`src/rtl/rs_pop_sched.sv`:
```
// Read-out scheduler behind the RS decoder FIFO: pops codeword bursts, pairs
// 64-bit words into sync-tagged 128-bit blocks and serves them FWFT on valid/ready.
module rs_pop_sched #(
  parameter int WORDS_PER_CW = 24,
  parameter int OFIFO_DEPTH  = 16,
  parameter int MAX_PEND     = 2
) (
  input  logic         clk,
  input  logic         rstn,
  input  logic         cw_done,
  output logic         pop_data_ena,
  input  logic         rs_pop_data_vld,
  input  logic [63:0]  rs_pop_data,
  input  logic         rs_pop_isos,
  input  logic         out_rdy,
  output logic         out_vld,
  output logic [127:0] out_data,
  output logic         out_sync,
  output logic         out_last,
  output logic         sync_err,
  output logic         pend_ovf,
  input  logic         err_clr
);

  localparam int HALF = WORDS_PER_CW / 2;
  localparam int AW   = $clog2(OFIFO_DEPTH);
  localparam int PTRW = AW + 1;
  localparam int BW   = (WORDS_PER_CW > 1) ? $clog2(WORDS_PER_CW) : 1;
  localparam int PW   = $clog2(MAX_PEND + 1);
  localparam int KW   = (HALF > 1) ? $clog2(HALF) : 1;

  localparam logic [BW-1:0]   LAST_BEAT = BW'(WORDS_PER_CW - 1);
  localparam logic [KW-1:0]   LAST_PAIR = KW'(HALF - 1);
  localparam logic [PW-1:0]   PEND_MAX  = PW'(MAX_PEND);
  localparam logic [PTRW-1:0] DEPTH_W   = PTRW'(OFIFO_DEPTH);
  localparam logic [PTRW-1:0] HALF_W    = PTRW'(HALF);

  typedef enum logic [1:0] {S_IDLE, S_POP, S_GAP} state_t;

  typedef struct packed {
    logic         last;
    logic         sync;
    logic [127:0] data;
  } blk_t;

  state_t          state_q, state_d;
  logic [BW-1:0]   beat_q, beat_d;
  logic            gap_q, gap_d;
  logic [PW-1:0]   pend_q, pend_d;
  logic            widx_q, widx_d;
  logic [63:0]     hold_data_q, hold_data_d;
  logic            hold_isos_q, hold_isos_d;
  logic [KW-1:0]   pair_q, pair_d;
  logic            sync_err_q, sync_err_d;
  logic            pend_ovf_q, pend_ovf_d;
  logic [PTRW-1:0] wptr_q, wptr_d;
  logic [PTRW-1:0] rptr_q, rptr_d;
  blk_t            mem_q [OFIFO_DEPTH];

  logic [PTRW-1:0] count;
  logic [PTRW-1:0] free;
  logic            empty, full, room;
  logic            cw_acc, can_start, start;
  logic            pair_wr, fifo_rd;
  blk_t            wr_blk, head;

  assign count     = wptr_q - rptr_q;
  assign free      = DEPTH_W - count;
  assign empty     = (count == '0);
  assign full      = (count == DEPTH_W);
  assign room      = (free >= HALF_W);
  assign cw_acc    = cw_done && (pend_q != PEND_MAX);
  // A same-cycle cw_done counts as pending so the burst starts on the next cycle.
  assign can_start = ((pend_q != '0) || cw_done) && room;

  always_comb begin
    state_d = state_q;
    beat_d  = beat_q;
    gap_d   = gap_q;
    start   = 1'b0;
    case (state_q)
      S_IDLE: begin
        if (can_start) begin
          start   = 1'b1;
          state_d = S_POP;
          beat_d  = '0;
        end
      end
      S_POP: begin
        beat_d = beat_q + 1'b1;
        if (beat_q == LAST_BEAT) begin
          state_d = S_GAP;
          beat_d  = '0;
          gap_d   = 1'b0;
        end
      end
      S_GAP: begin
        gap_d = 1'b1;
        // Second gap cycle may launch the next burst directly (spacing WORDS_PER_CW+2).
        if (gap_q) begin
          if (can_start) begin
            start   = 1'b1;
            state_d = S_POP;
            beat_d  = '0;
          end else begin
            state_d = S_IDLE;
          end
        end
      end
      default: state_d = S_IDLE;
    endcase
  end

  assign pop_data_ena = (state_q == S_POP);

  always_comb begin
    pend_d = pend_q;
    if (cw_acc && !start) begin
      pend_d = pend_q + 1'b1;
    end else if (!cw_acc && start) begin
      pend_d = pend_q - 1'b1;
    end
  end

  assign pair_wr = rs_pop_data_vld && widx_q;

  always_comb begin
    widx_d      = widx_q;
    pair_d      = pair_q;
    hold_data_d = hold_data_q;
    hold_isos_d = hold_isos_q;
    if (start) begin
      widx_d = 1'b0;
      pair_d = '0;
    end else if (rs_pop_data_vld) begin
      widx_d = !widx_q;
      if (!widx_q) begin
        hold_data_d = rs_pop_data;
        hold_isos_d = rs_pop_isos;
      end else begin
        pair_d = (pair_q == LAST_PAIR) ? '0 : pair_q + 1'b1;
      end
    end
  end

  always_comb begin
    wr_blk.last = (pair_q == LAST_PAIR);
    wr_blk.sync = rs_pop_isos;
    wr_blk.data = {hold_data_q, rs_pop_data};
  end

  always_comb begin
    sync_err_d = sync_err_q;
    pend_ovf_d = pend_ovf_q;
    if (err_clr) begin
      sync_err_d = 1'b0;
      pend_ovf_d = 1'b0;
    end else begin
      if (pair_wr && (hold_isos_q != rs_pop_isos)) sync_err_d = 1'b1;
      if (cw_done && (pend_q == PEND_MAX))         pend_ovf_d = 1'b1;
    end
  end

  assign fifo_rd = !empty && out_rdy;
  assign wptr_d  = wptr_q + PTRW'(pair_wr);
  assign rptr_d  = rptr_q + PTRW'(fifo_rd);
  assign head    = mem_q[rptr_q[AW-1:0]];

  assign out_vld  = !empty;
  assign out_data = empty ? '0 : head.data;
  assign out_sync = !empty && head.sync;
  assign out_last = !empty && head.last;
  assign sync_err = sync_err_q;
  assign pend_ovf = pend_ovf_q;

  always_ff @(posedge clk or negedge rstn) begin
    if (!rstn) begin
      state_q     <= S_IDLE;
      beat_q      <= '0;
      gap_q       <= 1'b0;
      pend_q      <= '0;
      widx_q      <= 1'b0;
      hold_data_q <= '0;
      hold_isos_q <= 1'b0;
      pair_q      <= '0;
      sync_err_q  <= 1'b0;
      pend_ovf_q  <= 1'b0;
      wptr_q      <= '0;
      rptr_q      <= '0;
    end else begin
      state_q     <= state_d;
      beat_q      <= beat_d;
      gap_q       <= gap_d;
      pend_q      <= pend_d;
      widx_q      <= widx_d;
      hold_data_q <= hold_data_d;
      hold_isos_q <= hold_isos_d;
      pair_q      <= pair_d;
      sync_err_q  <= sync_err_d;
      pend_ovf_q  <= pend_ovf_d;
      wptr_q      <= wptr_d;
      rptr_q      <= rptr_d;
    end
  end

  always_ff @(posedge clk) begin
    if (pair_wr) mem_q[wptr_q[AW-1:0]] <= wr_blk;
  end

  a_no_ofifo_overflow: assert property (@(posedge clk) disable iff (!rstn) pair_wr |-> !full);

endmodule

```
`config.mk`:
```
export PLATFORM = sky130hd
export DESIGN_NAME = rs_pop_sched
export DESIGN_NICKNAME = d
export VERILOG_FILES = /design/src/rtl/rs_pop_sched.sv
export SDC_FILE = /design/constraint.sdc
export NUM_CORES = 2
export LEC_CHECK = 0
export ABC_AREA = 1
export CORE_MARGIN = 2
export CORE_UTILIZATION = 55
export DETAILED_ROUTE_END_ITERATION = 8
export PLACE_DENSITY_LB_ADDON = 0.08
export REMOVE_ABC_BUFFERS = 1
export SYNTH_ARGS = -nofsm -noshare
export SYNTH_HDL_FRONTEND = slang
export SYNTH_SLANG_ARGS = --single-unit
```
`constraint.sdc`:
```
create_clock -name clk -period 6.3 [get_ports clk]
set_input_delay 0.63 -clock clk [delete_from_list [all_inputs] [get_ports clk]]
set_output_delay 0.63 -clock clk [all_outputs]
set_load 0.02 [all_outputs]
```
Word-level counts from Yosys, hierarchy flattened
Memory sizes are Yosys's and may differ from the RTL's. Cells that the tools add are included.

Bits in registers: 92. Memory bits (writable): 2080. Bits of input ports: 71. Memories kept: 1.

Memories: mem_q (words 16, width 130, read ports 1, clocked after memory_dff 0, write ports 1, line 58) `blk_t mem_q [OFIFO_DEPTH];`.

Mux-type cells: 29. $add $sub $neg: 8. Reductions and logical operators: 30. Magnitude comparators: 1. Equality and inequality tests: 10. Bitwise gates (word level): 2.

Operator list (count): 128-bit two-way mux (1); 4-bit two-way mux (4); 5-bit two-way mux (3); 5-bit case mux with 3 select lines (1); 2-bit nonzero test (7); 1-bit two-way mux (12); 5-bit by 1-bit adder with 5-bit output (2); 1-bit logical AND (10); 2-bit two-way mux (5); 2-bit != test (second input constant) (3); 2-bit case mux with 3 select lines (1); 2-bit AND reduction (3); 3-bit AND reduction (2); 5-bit by 1-bit adder with 5-bit output (second input constant) (1); 5-bit == test (second input constant) (1); 5-bit by 4-bit >= comparator with 1-bit output (second input constant) (1); 5-bit zero test (1); 5-bit subtractor (1); 5-bit subtractor (first input constant) (1); 4-bit by 1-bit adder with 4-bit output (second input constant) (1); 2-bit == test (second input constant) (2); 4-bit == test (second input constant) (1); 1-bit zero test (4); 1-bit case mux with 2 select lines (2); 9 further kinds (10).

Longest topological paths before layout
Depth in word-level cells: 10. Gate-level depth with buffers: 19. Depth with buffers taken out: 16.

Worst setup path before layout
No wires, ideal clock.

Kind: input-to-reg. Start: in rs_pop_data_vld. End: mem mem_q[10][0] (netlist bit) (enable). Setup time: 0.621 ns. Stages on the path: 4. Arrival: 6.427 ns. Slack: -0.748 ns. Cell sequence: nand2_1 > clkinv_1 > nand3_1 > nor2_1.

Longest elaborated chain between the ends: 3.

RTL lines: start: declaration (line 12) `input logic rs_pop_data_vld,`; 1-bit logical AND (line 125) `assign pair_wr = rs_pop_data_vld && widx_q;`; 1-bit two-way mux (line 207) `if (pair_wr) mem_q[wptr_q[AW-1:0]] <= wr_blk;`; 1-bit two-way mux (not written as such) (line 207); end: declaration (line 58).

Every way passes these cells.

Worst setup path in the final report
Start: reg rptr_q[2]. End: out out_data[125].

Longest elaborated chain between the ends: 3.

RTL lines: start: declaration (line 57) `logic [PTRW-1:0] rptr_q, rptr_d;`; start signal: assignment (line 202) `rptr_q <= rptr_d;`; 5-bit subtractor (line 67) `assign count = wptr_q - rptr_q;`; 5-bit zero test (line 69) `assign empty = (count == '0);`; 128-bit two-way mux (*) (line 170) `assign out_data = empty ? '0 : head.data;`; end: declaration (line 17) `output logic [127:0] out_data,`.

Mark *: on every way between the ends. The rest lies on a longest branch, timed or not.

==> reports/results.ini <==
[global_route]
grt_pass1_wl_mm = 342
grt_pass1_vias = 52700
globalRouteTotalUtil_pct = 28.7
overflow = 0
grt_max_degree = 256
antenna_found_initial = 5

[yosys]
synth_warnings = 0
syn_area_per_cell_um2 = 12.2
synth.distinct_cells = 25
syn-cell-area_um2 = 86300
synth.ff_latch_count = 2172
synth_top_area_cell = edfxtp_1
syn_inst = 7077
synth_area_leaders = edfxtp_1 (72%), nand2_1 (9.9%), nand3_1 (4.6%)
synth_top_area_share_pct = 72.4
seq_area_frac_synth_pct = 75.0

[setup_path]
critPathRequiredTime_ns = 5.67
crit_arrival_ns = 5.40
crit_top_cell = nand2_1
cp_max_fo = 80
path_class = reg -> out
worst_path_largest_cell_delay_ns = 0.77
path_cells = inv_8 -> ha_1 -> nand2_1 -> nand2_1 -> a21oi_1 -> xor2_1 -> ha_4 -> inv_4 -> nand3_1 -> a31oi_1 -> clkdlybuf4s50_1
reg2regPathDepth = 13
start_kind = register
worst_setup_path_end_kind = primary output
cpMaxStageDelayCell = clkdlybuf4s50_1

[final_layout]
areaGrowthSynthToFinish_pct = 12.5
nNetsFinal = 7233
multiInputGateArea_um2 = 19300
regArea_um2 = 64800
final_cells = 9400
fin_area_um2 = 97100
drive_gt1_share_pct = 5.94
final_common_cell = nand2_1
fill_cells = 12100
final_cell_mix = nand2_1 (2,275), edfxtp_1 (2,080), nand3_1 (801)
postLayoutCoreUtil_pct = 62.2

[power]
switching_share_pct = 38.3
p_seq_share_pct = 38.1
p_sw_mw = 19.0
ir_worst_vdd_mv = 0.578
clkPwrFrac_pct = 25.3
p_per_area_nw_per_um2 = 512
p_total_mw = 49.7
leakage_nw = 34.7
power.internal_mw = 30.7
pwr-share-comb_pct = 36.6

[die]
rows = 145
die_width_um = 400
dieArea_um2 = 160000
core_um2 = 156000
start_util_pct = 55.3
die_height_um = 400
ios = 205

[timing]
finalHoldViolations = 0
setup_viol = 0
timing.fmax_mhz = 166
timing.final.ws_setup_ns = 0.269
fin_crit_sh_pct = 95.7
min_period_ns = 6.03
tightestPinTransition_ns = 1.65
finalClockSkew_ns = 0.0300
rsz0062_at_grt = no
slew_viol_final = 135
slew_headroom_pct = -9.76

[drt]
vias = 55700
drcViolationCount = 0
drt_iter0_drc = 5772
ant_nets = 0
wirelength_mm = 230
wl_per_cell_um = 24.5
vias_per_cell = 5.92
drt_pass1_iterations = 6

[placement]
dpl_cell_area_um2 = 90100
port_buffers = 204
dp_cells = 8988
post-place-ws_ns = 1.31
post-dp-hpwl_mm = 108
place.gp.congestion = 0.780

[worst_hold_path]
worstHoldPathType = in -> reg
holdPathStages = 2

[clock_tree]
clkSlewWorstSetupHoldPaths_ns = 0.06
cts_buffers = 216
root_buffer = clkbuf_16
clockBufferDepth = 3
cts.sinks = 2172
cts_resized = 0
cts_tree = built
h-tree-depth = 4
clk_latency_ns = 0.85

[status]
status = complete, but fails checks
violations = max-slew violations

[run]
maxCapViolations = 0

==> what timing repair did <==
item / 4_1_cts / 5_1_grt
buffers inserted: 0 / 0
hold buffers: 1 / 0
endpoints found under the hold margin: 54 / 0
==> power by group through the flow <==
stage | clock network, mW | registers [mW] | logic, mW
floorplan | 0 | 19.4 | 8.13
global placement | 0 | 19.2 | 18.0
detailed placement | 0 | 19.2 | 18.1
CTS | 12.7 | 18.9 | 18.2
global route | 13.3 | 19.1 | 19.8
finish | 12.6 | 18.9 | 18.2
==> worst max-delay path: cells and delay by family (launching register included) <==
| family | cells | cell delay (ns) |
|---|---|---|
| AO/OA/AOI/OAI | 2 | 0.84 |
| XOR/XNOR | 1 | 0.12 |
| adder cells (fa/ha/maj) | 2 | 0.60 |
| buffers and inverters | 3 | 1.81 |
| flip-flops | 1 | 0.64 |
| AND/OR/NAND/NOR | 3 | 0.44 |
==> cells by family (layout without fill, tap and decap cells) <==
group / Yosys count / after routing / share of synthesized area [%]
DFF: 2172 / 2172 / 75.0
other: 0 / 2 / 0
adders and majority gates: 13 / 13 / 0.197
AOI/OAI and AO/OA: 907 / 907 / 5.60
and+or+nand+nor: 3485 / 3485 / 16.3
buffers and inverters: 490 / 753 / 2.73
xor gates and xnor gates: 10 / 10 / 0.101
==> synth_stat cells <==
cell	number
nand2_1	2278
nor3_1	1
o21ai_0	195
o21ai_1	11
clkinv_1	2
inv_1	32
buf_1	35
nor2_1	404
dfrtp_1	92
nand3_1	801
a21oi_1	527
inv_4	1
xor2_1	6
fa_1	1
xnor2_1	4
a22oi_1	62
clkbuf_1	115
edfxtp_1	2080
ha_1	12
buf_4	27
a31oi_1	112
buf_2	264
buf_6	11
inv_2	3
nand4_1	1
==> path summary, 6_finish.rpt <==
check | slack [ns] | start | end
min reg2reg | 0.49 | pend_q[0]$_DFFE_PN0P_ | pend_q[0]$_DFFE_PN0P_
min | 0.38 | err_clr | pend_ovf$_DFFE_PN0P_
min in group asynchronous | 0.45 | rstn | hold_data_q[0]$_DFFE_PN0P_
max reg2reg | 1.93 | rptr_q[2]$_DFF_PN0_ | rptr_q[2]$_DFF_PN0_
max in group asynchronous | 4.38 | rstn | rptr_q[1]$_DFF_PN0_
max | 0.27 | rptr_q[2]$_DFF_PN0_ | out_data[125]
==> through the flow <==
stage,hold slack [ns],TNS (ns)
2_1_floorplan,0.334,-8479.56
3_3_place_gp,0.459,0
3_5_place_dp,0.476,0
4_1_cts,0.338,0
5_1_grt,0.376,0
6_report,0.378,0
==> per-layer routing <==
layer | vias up | part of all wire [%] | track usage, %
li1 | 25200 | - | -
met1 | 27900 | 42 | 41.1
met3 | 371 | 7.4 | 4.01
met2 | 2246 | 48 | 45.9
met4 | 4 | 3.0 | 9.26
met5 | - | 0.011 | 0
==> state kept, by name, indices dropped and copies added (netlist names) <==
register,count
state_q,2
hold_isos_q,1
pair_q,4
gap_q,1
beat_q,5
hold_data_q,64
pend_q,2
mem_q,2080
rptr_q,5
widx_q,1
pend_ovf,1
wptr_q,5
sync_err,1
==> layout make-up <==
| type | count | area share [%] |
|---|---|---|
| Clock inverter | 78 | 0.741 |
| Antenna cell | 2 | 0.00516 |
| Inverter | 38 | 0.197 |
| Tap cell | 2058 | 2.65 |
| Sequential cell | 2172 | 66.7 |
| Timing Repair Buffer | 306 | 3.31 |
| Clock buffer | 331 | 6.44 |
| Multi-Input combinational cell | 4415 | 19.9 |
(Power assumes the default switching activity.)
